--- config.mk ---
export PLATFORM = sky130hd
export DESIGN_NAME = nn_layer_sequencer
export DESIGN_NICKNAME = d
export VERILOG_FILES = /design/src/rtl/nn_layer_sequencer.sv
export SDC_FILE = /design/constraint.sdc
export NUM_CORES = 1
export LEC_CHECK = 0
export CELL_PAD_IN_SITES_DETAIL_PLACEMENT = 1
export CELL_PAD_IN_SITES_GLOBAL_PLACEMENT = 1
export CORE_MARGIN = 2
export CORE_UTILIZATION = 39
export CTS_CLUSTER_DIAMETER = 150
export DETAILED_ROUTE_END_ITERATION = 12
export PLACE_DENSITY_LB_ADDON = 0.15
export SYNTH_ARGS = -nofsm -noshare
export SYNTH_HDL_FRONTEND = slang
export SYNTH_SLANG_ARGS = --single-unit
export TNS_END_PERCENT = 10
--- constraint.sdc ---
create_clock -name clk_i -period 2.5 [get_ports clk_i]
set_clock_uncertainty 0.05 [all_clocks]
set_input_delay 0.25 -clock clk_i [delete_from_list [all_inputs] [get_ports clk_i]]
set_output_delay 0.25 -clock clk_i [all_outputs]
set_load 0.05 [all_outputs]
--- src/rtl/nn_layer_sequencer.sv ---
// Two-layer fully-connected inference sequencer.
// Walks layer-1 (hidden neurons x inputs) then layer-2 (outputs x hidden)
// address spaces one beat per non-stalled cycle, and delays the per-beat
// MAC strobes by the SRAM read latency so they line up with read data.
module nn_layer_sequencer #(
  parameter int N_IN   = 784,
  parameter int N_HID  = 200,
  parameter int N_OUT  = 10,
  parameter int RD_LAT = 1
) (
  input  logic        clk_i,
  input  logic        reset_ni,
  input  logic        start_i,
  input  logic        stall_i,
  input  logic        hid_ready_i,
  output logic        busy_o,
  output logic        done_o,
  output logic [17:0] w1_addr_o,
  output logic [9:0]  in_addr_o,
  output logic        rd1_en_o,
  output logic [11:0] w2_addr_o,
  output logic [7:0]  hid_addr_o,
  output logic        rd2_en_o,
  output logic        mac1_en_o,
  output logic        mac1_first_o,
  output logic        mac1_last_o,
  output logic        mac2_en_o,
  output logic        mac2_first_o,
  output logic        mac2_last_o
);

  typedef enum logic [2:0] {
    S_IDLE, S_L1_RUN, S_L1_DRAIN, S_WAIT_HID, S_L2_RUN, S_L2_DRAIN, S_FIN
  } state_e;

  typedef struct packed {
    logic en;
    logic first;
    logic last;
  } beat_t;

  localparam logic [9:0] I_LAST = 10'(N_IN - 1);
  localparam logic [7:0] H_LAST = 8'(N_HID - 1);
  localparam logic [7:0] K_LAST = 8'(N_HID - 1);
  localparam logic [3:0] O_LAST = 4'(N_OUT - 1);
  localparam logic [2:0] D_LAST = 3'(RD_LAT - 1);

  state_e state_q, state_d;

  logic [9:0]  i_q;
  logic [7:0]  h_q;
  logic [7:0]  k_q;
  logic [3:0]  o_q;
  logic [17:0] a1_q;   // flat h*N_IN+i, advanced by +1 per beat
  logic [11:0] a2_q;   // flat o*N_HID+k
  logic [2:0]  dcnt_q;

  beat_t iss1, iss2;
  beat_t [RD_LAT-1:0] p1_q, p2_q;

  logic l1_at_end, l2_at_end;
  assign l1_at_end = (i_q == I_LAST) && (h_q == H_LAST);
  assign l2_at_end = (k_q == K_LAST) && (o_q == O_LAST);

  // State register
  always_ff @(posedge clk_i) begin
    if (!reset_ni) state_q <= S_IDLE;
    else           state_q <= state_d;
  end

  // Next state, beat issue and status outputs
  always_comb begin
    state_d = state_q;
    iss1    = '0;
    iss2    = '0;
    busy_o  = 1'b0;
    done_o  = 1'b0;
    case (state_q)
      S_IDLE: begin
        if (start_i) state_d = S_L1_RUN;
      end
      S_L1_RUN: begin
        busy_o = 1'b1;
        if (!stall_i) begin
          iss1.en    = 1'b1;
          iss1.first = (i_q == '0);
          iss1.last  = (i_q == I_LAST);
          if (l1_at_end) state_d = S_L1_DRAIN;
        end
      end
      S_L1_DRAIN: begin
        busy_o = 1'b1;
        if (dcnt_q == D_LAST) state_d = S_WAIT_HID;
      end
      S_WAIT_HID: begin
        busy_o = 1'b1;
        if (hid_ready_i) state_d = S_L2_RUN;
      end
      S_L2_RUN: begin
        busy_o = 1'b1;
        if (!stall_i) begin
          iss2.en    = 1'b1;
          iss2.first = (k_q == '0);
          iss2.last  = (k_q == K_LAST);
          if (l2_at_end) state_d = S_L2_DRAIN;
        end
      end
      S_L2_DRAIN: begin
        busy_o = 1'b1;
        if (dcnt_q == D_LAST) state_d = S_FIN;
      end
      S_FIN: begin
        done_o  = 1'b1;
        state_d = S_IDLE;
      end
      default: state_d = S_IDLE;
    endcase
  end

  // Beat counters; the final beat of a layer leaves them parked so the
  // address outputs keep showing the last issued address.
  always_ff @(posedge clk_i) begin
    if (!reset_ni) begin
      i_q    <= '0;
      h_q    <= '0;
      k_q    <= '0;
      o_q    <= '0;
      a1_q   <= '0;
      a2_q   <= '0;
      dcnt_q <= '0;
    end else begin
      if (state_q == S_IDLE && start_i) begin
        i_q  <= '0;
        h_q  <= '0;
        k_q  <= '0;
        o_q  <= '0;
        a1_q <= '0;
        a2_q <= '0;
      end
      if (state_q == S_L1_DRAIN || state_q == S_L2_DRAIN) dcnt_q <= dcnt_q + 3'd1;
      else                                                 dcnt_q <= '0;
      if (iss1.en && !l1_at_end) begin
        a1_q <= a1_q + 18'd1;
        if (i_q == I_LAST) begin
          i_q <= '0;
          h_q <= h_q + 8'd1;
        end else begin
          i_q <= i_q + 10'd1;
        end
      end
      if (iss2.en && !l2_at_end) begin
        a2_q <= a2_q + 12'd1;
        if (k_q == K_LAST) begin
          k_q <= '0;
          o_q <= o_q + 4'd1;
        end else begin
          k_q <= k_q + 8'd1;
        end
      end
    end
  end

  // MAC strobe delay lines; they shift every cycle so stalls become bubbles
  always_ff @(posedge clk_i) begin
    if (!reset_ni) begin
      p1_q <= '0;
      p2_q <= '0;
    end else begin
      p1_q[0] <= iss1;
      p2_q[0] <= iss2;
      for (int j = 1; j < RD_LAT; j++) begin
        p1_q[j] <= p1_q[j-1];
        p2_q[j] <= p2_q[j-1];
      end
    end
  end

  assign w1_addr_o    = a1_q;
  assign in_addr_o    = i_q;
  assign rd1_en_o     = iss1.en;
  assign w2_addr_o    = a2_q;
  assign hid_addr_o   = k_q;
  assign rd2_en_o     = iss2.en;
  assign mac1_en_o    = p1_q[RD_LAT-1].en;
  assign mac1_first_o = p1_q[RD_LAT-1].first;
  assign mac1_last_o  = p1_q[RD_LAT-1].last;
  assign mac2_en_o    = p2_q[RD_LAT-1].en;
  assign mac2_first_o = p2_q[RD_LAT-1].first;
  assign mac2_last_o  = p2_q[RD_LAT-1].last;

endmodule

==> results.sh, run 1 <==
export IMPL_fmaxAchievable_ghz=0.428
export IMPL_coreArea_um2=9240
export IMPL_critical_path_class="reg2reg"
export IMPL_gp_congestion=0.803
export IMPL_avgViaCountPerCell=5.58
export IMPL_grt_pass1_vias=3891
export IMPL_numCtsBuffers=9
export IMPL_cp_max_fo=7
export IMPL_cap_violations=0
export IMPL_synth_avg_cell_area_um2=7.99
export IMPL_slew_violations=0
export IMPL_initial_utilization_pct=40.2
export IMPL_synth_nets=481
export IMPL_syn2layout_area_growth_pct=31.7
export IMPL_ys_ff_latch=72
export IMPL_htreeDepth=3
export IMPL_regToRegSetupSlack_ns=0.16
export IMPL_fillers=1147
export IMPL_vias=3847
export IMPL_clk_latency_ns=0.35
export IMPL_netlist_cell_type_count=58
export IMPL_grt_use_total_pct=22.4
export IMPL_crit_path_start_kind="flip-flop"
export IMPL_async_flop_share_pct=0
export IMPL_required_ns=2.75
export IMPL_portBuffers=62
export IMPL_drtIter0Drc=81
export IMPL_clk_pin_slew_ns=0.08
export IMPL_cp_end_kind="flip-flop"
export IMPL_n_antenna_cell=0
export IMPL_cts_tree="yes"
export IMPL_period_share_pct=93.4
export IMPL_rsz0062_at_grt="no"
export IMPL_routed_wl_mm=11.1
export IMPL_hpwl_mm=7.99
export IMPL_vdd_drop_max_v=0.000281
export IMPL_layout_drive_gt1_share_pct=12.3
export IMPL_dpl_worst_slack_ns=0.0122
export IMPL_grt_overflow_total=0
export IMPL_seq_area_um2=1450
export IMPL_firstDrtPassIters=4
export IMPL_ys_warn_count=0
export IMPL_combPwrFrac_pct=28.7
export IMPL_hold_viol=0
export IMPL_wl_per_cell_um=16.1
export IMPL_syn_area_um2=3720
export IMPL_finalSetupTns_ns=0
export IMPL_synthCells=465
export IMPL_ctsHoldBuffers=0
export IMPL_grt_max_degree=28
export IMPL_p_sw_uw=969
export IMPL_layout_setup_ws_ns=0.165
export IMPL_min_period_ns=2.34
export IMPL_synth_main_ff_cell="dfxtp_1"
export IMPL_nNetsFinal=574
export IMPL_p_int_mw=1.86
export IMPL_worstHoldPathType="reg2reg"
export IMPL_die_width_um=102
export IMPL_drtAntennaViolNets=0
export IMPL_pwr_share_clk_pct=28.4
export IMPL_leakage_nw=1.73
export IMPL_die_y_um=102
export IMPL_antenna_found_initial=0
export IMPL_cts_setup_buffers=0
export IMPL_setup_violations=0
export IMPL_die_area_um2=10300
export IMPL_synth_edf_count=0
export IMPL_cts_resized=0
export IMPL_pwr_share_seq_pct=43.0
export IMPL_status="finished clean"
export IMPL_drc_errors=0
export IMPL_io_pins=63
export IMPL_cts_buffer_depth=2
export IMPL_power_mw=2.83
export IMPL_grt_pass1_wl_mm=18.6
export IMPL_synth_seq_area_share_pct=38.8
export IMPL_p_per_area_nw_per_um2=577
export IMPL_multi_input_area_um2=2140
export IMPL_slew_headroom_pct=40.5
export IMPL_crit_arrival_ns=2.58
export IMPL_rows=35
export IMPL_clock_sinks=72
export IMPL_worstMarginPinSlew_ns=0.885
export IMPL_p_sw_share_pct=34.3
export IMPL_root_buffer="clkbuf_8"
[state kept, by name (all words and copies together), names as in the netlist]
name	cells
o_q	4
mac1_en_o	1
dcnt_q	3
hid_addr_o	8
w1_addr_o	18
mac2_first_o	1
mac2_en_o	1
in_addr_o	10
mac1_last_o	1
state_q	3
w2_addr_o	12
mac2_last_o	1
h_q	8
mac1_first_o	1
[routing by layer]
layer,vias up,wire length (um),GRT usage [%]
li1,1885,-,-
met1,1875,5060,28.3
met2,71,5550,38.9
met3,16,287,2.83
met4,0,176,8.42
met5,-,0,0
[worst paths after layout]
kind | startpoint | endpoint | cells past startpoint
setup / recovery | in_addr_o[4] | h_q[6] | 5
hold / removal | dcnt_q[0] | dcnt_q[0] | 1
setup reg to reg | in_addr_o[4] | h_q[6] | 5
hold reg to reg | dcnt_q[0] | dcnt_q[0] | 1
[cells in the final DEF (no fill, tap or decap), types with 5 or more instances in the layout]
cell type        synthesis  layout
and3_1                   6       6
o21ai_0                 27      27
nand2b_1                 7       7
a21oi_1                 40      39
dfxtp_1                 72      68
nand3b_1                 9       9
nand2_1                 49      49
nor4_1                   5       5
nand4_1                 11      11
nor2_1                  43      43
a31oi_1                  8       8
a211oi_1                 6       6
clkdlybuf4s50_1          0      60
ha_1                    11      11
clkbuf_8                 0      10
mux2i_1                  7       7
nand3_1                 28      28
or3_1                    7       7
nor3_1                  21      21
xnor2_1                  6       6
o211ai_1                 7       7
inv_1                   13      13
buf_4                    0      39
[power by group through the flow]
| stage | clock network (mW) | registers (mW) | logic (mW) |
|---|---|---|---|
| final | 0.801 | 1.21 | 0.811 |
| after global routing | 0.868 | 1.22 | 0.880 |
| after CTS | 0.822 | 1.21 | 0.818 |
| after detailed placement | 0 | 1.24 | 0.812 |
| after global placement | 0 | 1.24 | 0.800 |
| after floorplan | 0 | 1.28 | 0.435 |
[cell families after synthesis]
group,Yosys count,synth area share (%)
compound gates,115,18.9
xor+xnor,10,2.36
fa+ha+maj,11,3.70
buf+inv,34,3.67
flops,72,38.8
mux,8,2.19
simple gates,215,30.4
[stage by stage]
| step | hold slack, ns | cells | instance area [um^2] | utilization, % |
|---|---|---|---|---|
| 2_1_floorplan | 0.367 | 465 | 3720 | - |
| 3_3_place_gp | 0.380 | 676 | 4740 | 51.3 |
| 3_5_place_dp | 0.414 | 676 | 4740 | 51.3 |
| 4_1_cts | 0.425 | 690 | 4890 | 52.9 |
| 5_1_grt | 0.449 | 690 | 4890 | 53.0 |
| 6_report | 0.419 | 690 | 4890 | 53.0 |
[Yosys cell counts, types with 4 or more instances]
| library cell | n | area (um^2) |
|---|---|---|
| a211oi_1 | 6 | 45.0 |
| a21oi_1 | 40 | 200 |
| a31oi_1 | 8 | 50.1 |
| and2_1 | 4 | 25.0 |
| and3_1 | 6 | 37.5 |
| and4_1 | 4 | 35.0 |
| clkbuf_1 | 16 | 60.1 |
| dfxtp_1 | 72 | 1440 |
| ha_1 | 11 | 138 |
| inv_1 | 13 | 48.8 |
| mux2i_1 | 7 | 70.1 |
| nand2_1 | 49 | 184 |
| nand2b_1 | 7 | 43.8 |
| nand3_1 | 28 | 140 |
| nand3b_1 | 9 | 67.6 |
| nand4_1 | 11 | 68.8 |
| nor2_1 | 43 | 161 |
| nor3_1 | 21 | 105 |
| nor4_1 | 5 | 31.3 |
| o211ai_1 | 7 | 52.6 |
| o21a_1 | 4 | 30.0 |
| o21ai_0 | 27 | 135 |
| or3_1 | 7 | 43.8 |
| or4b_2 | 4 | 40.0 |
| xnor2_1 | 6 | 52.6 |
| xor2_1 | 4 | 35.0 |
[worst max-delay path, cell delays in order (launching register included)]
cell and delay [ns]:
dfxtp_2 0.36, or4_4 0.58, or3_1 0.38, or3_1 0.41
or4_1 0.40, nand3_1 0.09
[area by class of cell]
class	count	area share [%]
clock inverter	1	0.102
timing repair buffer	101	19.1
tap	129	3.30
inverter	15	1.15
sequential	72	29.6
multi-input combinational	359	43.8
clock buffer	13	3.04
Power figures use the tool's default switching activity.
==> inputs of run 2 (changes only) <==
--- a/config.mk
+++ b/config.mk
@@ -7,7 +7,6 @@
 export LEC_CHECK = 0
 export CELL_PAD_IN_SITES_DETAIL_PLACEMENT = 1
 export CELL_PAD_IN_SITES_GLOBAL_PLACEMENT = 1
-export CORE_MARGIN = 2
 export CORE_UTILIZATION = 39
 export CTS_CLUSTER_DIAMETER = 150
 export DETAILED_ROUTE_END_ITERATION = 12
==> run 2 against run 1 <==
Non-clock buffer count up 4. Core utilization up 1.0 points. Combinational power up 4.3%. Largest cell class unchanged. Maximum frequency down 2.5%. Worst setup slack worse by 0.059 ns. Sequential share of layout area down 0.57 points. Count of clock-buffer cells in the layout down 3. Worst hold slack worse by 0.016 ns. Via count up 1.4%. Largest power group unchanged.
==> results.sh, run 2 (synthesized netlist as in run 1, its figures left out) <==
export IMPL_syn2layout_area_growth_pct=34.3
export IMPL_layout_drive_gt1_share_pct=13.8
export IMPL_vdd_drop_max_v=0.000367
export IMPL_r2r_start="in_addr_o[4]"
export IMPL_grtUsageMet1_pct=28.8
export IMPL_combPwrFrac_pct=27.3
export IMPL_critical_path_class="reg2reg"
export IMPL_die_area_um2=9920
export IMPL_firstDrtPassIters=4
export IMPL_clk_pin_slew_ns=0.07
export IMPL_cts_buffer_depth=2
export IMPL_holdPathStages=1
export IMPL_min_period_ns=2.39
export IMPL_multi_input_area_um2=2140
export IMPL_p_sw_mw=1.02
export IMPL_slew_violations=0
export IMPL_fin_cells=696
export IMPL_seq_area_um2=1450
export IMPL_hpwl_mm=8.38
export IMPL_clk_latency_ns=0.35
export IMPL_fmaxAchievable_ghz=0.418
export IMPL_cts_resized=0
export IMPL_place_area_um2=4770
export IMPL_drtIter0Drc=97
export IMPL_grt_pass1_vias=4094
export IMPL_ctsHoldBuffers=0
export IMPL_p_int_mw=2.08
export IMPL_worstHoldPathType="reg2reg"
export IMPL_rows=35
export IMPL_leakage_nw=1.78
export IMPL_vias=3899
export IMPL_htreeDepth=3
export IMPL_p_sw_share_pct=32.9
export IMPL_io_pins=63
export IMPL_final_design_area_no_fill_um2=4990
export IMPL_slew_headroom_pct=42.5
export IMPL_clock_sinks=72
export IMPL_finalSetupTns_ns=0
export IMPL_nNetsFinal=578
export IMPL_worstMarginPinSlew_ns=0.856
export IMPL_hold_viol=0
export IMPL_cts_setup_buffers=0
export IMPL_busiest_layer="met2"
export IMPL_die_y_um=99.6
export IMPL_numCtsBuffers=9
export IMPL_required_ns=2.74
export IMPL_hold_start="dcnt_q[0]"
export IMPL_grt_max_degree=23
export IMPL_grt_pass1_wl_mm=19.7
export IMPL_met3_usage_pct=4.29
export IMPL_drc_errors=0
export IMPL_pwr_share_seq_pct=39.1
export IMPL_hold_path_end="dcnt_q[0]"
export IMPL_grt_use_total_pct=24.4
export IMPL_cp_max_fo=7
export IMPL_grt_util_met2_pct=45.6
export IMPL_period_share_pct=95.8
export IMPL_coreArea_um2=9240
export IMPL_fillers=1153
export IMPL_gp_congestion=0.796
export IMPL_layout_common_cells="dfxtp_1, clkdlybuf4s50_1, nand2_1"
export IMPL_cp_end_kind="flip-flop"
export IMPL_rr_endpoint="h_q[6]"
export IMPL_n_antenna_cell=0
export IMPL_cap_violations=0
export IMPL_dp_cells=680
export IMPL_routed_wl_mm=11.5
export IMPL_final_common_cell="dfxtp_1"
export IMPL_antenna_found_initial=0
export IMPL_largest_reg_flops=18
export IMPL_wl_per_cell_um=16.6
export IMPL_status="finished clean"
export IMPL_cts_tree="yes"
export IMPL_grt_overflow_total=0
export IMPL_portBuffers=62
export IMPL_drtAntennaViolNets=0
export IMPL_setup_violations=0
export IMPL_die_width_um=99.6
export IMPL_worstSetupStartpoint="in_addr_o[4]"
export IMPL_root_buffer="clkbuf_8"
export IMPL_r2r_cells=5
export IMPL_crit_arrival_ns=2.63
export IMPL_avgViaCountPerCell=5.60
export IMPL_initial_utilization_pct=40.2
export IMPL_p_per_area_nw_per_um2=621
export IMPL_rsz0062_at_grt="no"
export IMPL_final_util_pct=54.0
export IMPL_pwr_share_clk_pct=33.6
export IMPL_regToRegSetupSlack_ns=0.11
export IMPL_crit_path_start_kind="flip-flop"
-- run 2: cell count changes in the layout (fill, tap and decap cells not counted), sizes merged --
cell | before | now
buf | 41 | 45
clkinvlp | 0 | 1
clkbuf | 13 | 10
clkinv | 3 | 5
bufinv | 0 | 2
-- run 2: power by group through the flow --
stage / Clock, mW / Sequential (mW) / Combinational (mW)
after floorplan: 0 / 1.28 / 0.435
final: 1.04 / 1.21 / 0.846
after CTS: 1.06 / 1.21 / 0.851
after global placement: 0 / 1.23 / 0.820
after global routing: 1.11 / 1.22 / 0.908
after detailed placement: 0 / 1.24 / 0.844
-- run 2: final cells by class --
class                      instances  share of cell area [%]
clock inverter                     6                    1.65
tap                              129                    3.23
timing repair buffer             105                    19.3
inverter                          15                    1.13
clock buffer                      10                    2.76
multi-input combinational        359                    42.9
sequential                        72                    29.0
-- run 2: through the flow --
stage	setup slack (ns)	power (mW)	hold WS, ns
2_1_floorplan	0.0107	1.72	0.367
3_3_place_gp	0.0453	2.05	0.375
3_5_place_dp	-0.0255	2.08	0.400
4_1_cts	0.0357	3.12	0.411
5_1_grt	0.0141	3.23	0.443
6_report	0.106	3.10	0.403
-- run 2: worst max-delay path by stage --
stage	to	slack, ns
after floorplan	h_q[6]	0.01
after global placement	o_q[0]	0.05
after detailed placement	o_q[0]	-0.03
after CTS	w2_addr_o[8]	0.04
after global routing	h_q[6]	0.01
final	h_q[6]	0.11
-- run 2: critical path: stages, from the launching register on --
cell	delay [ns]
dfxtp_2	0.37
or4_4	0.58
or3_1	0.42
or3_1	0.42
or4_1	0.41
nand3_1	0.09
-- run 2: metal layers --
metal	up-vias	routed length (um)
li1	1897	-
met1	1908	5190
met2	78	5850
met3	16	334
met4	0	138
met5	-	0
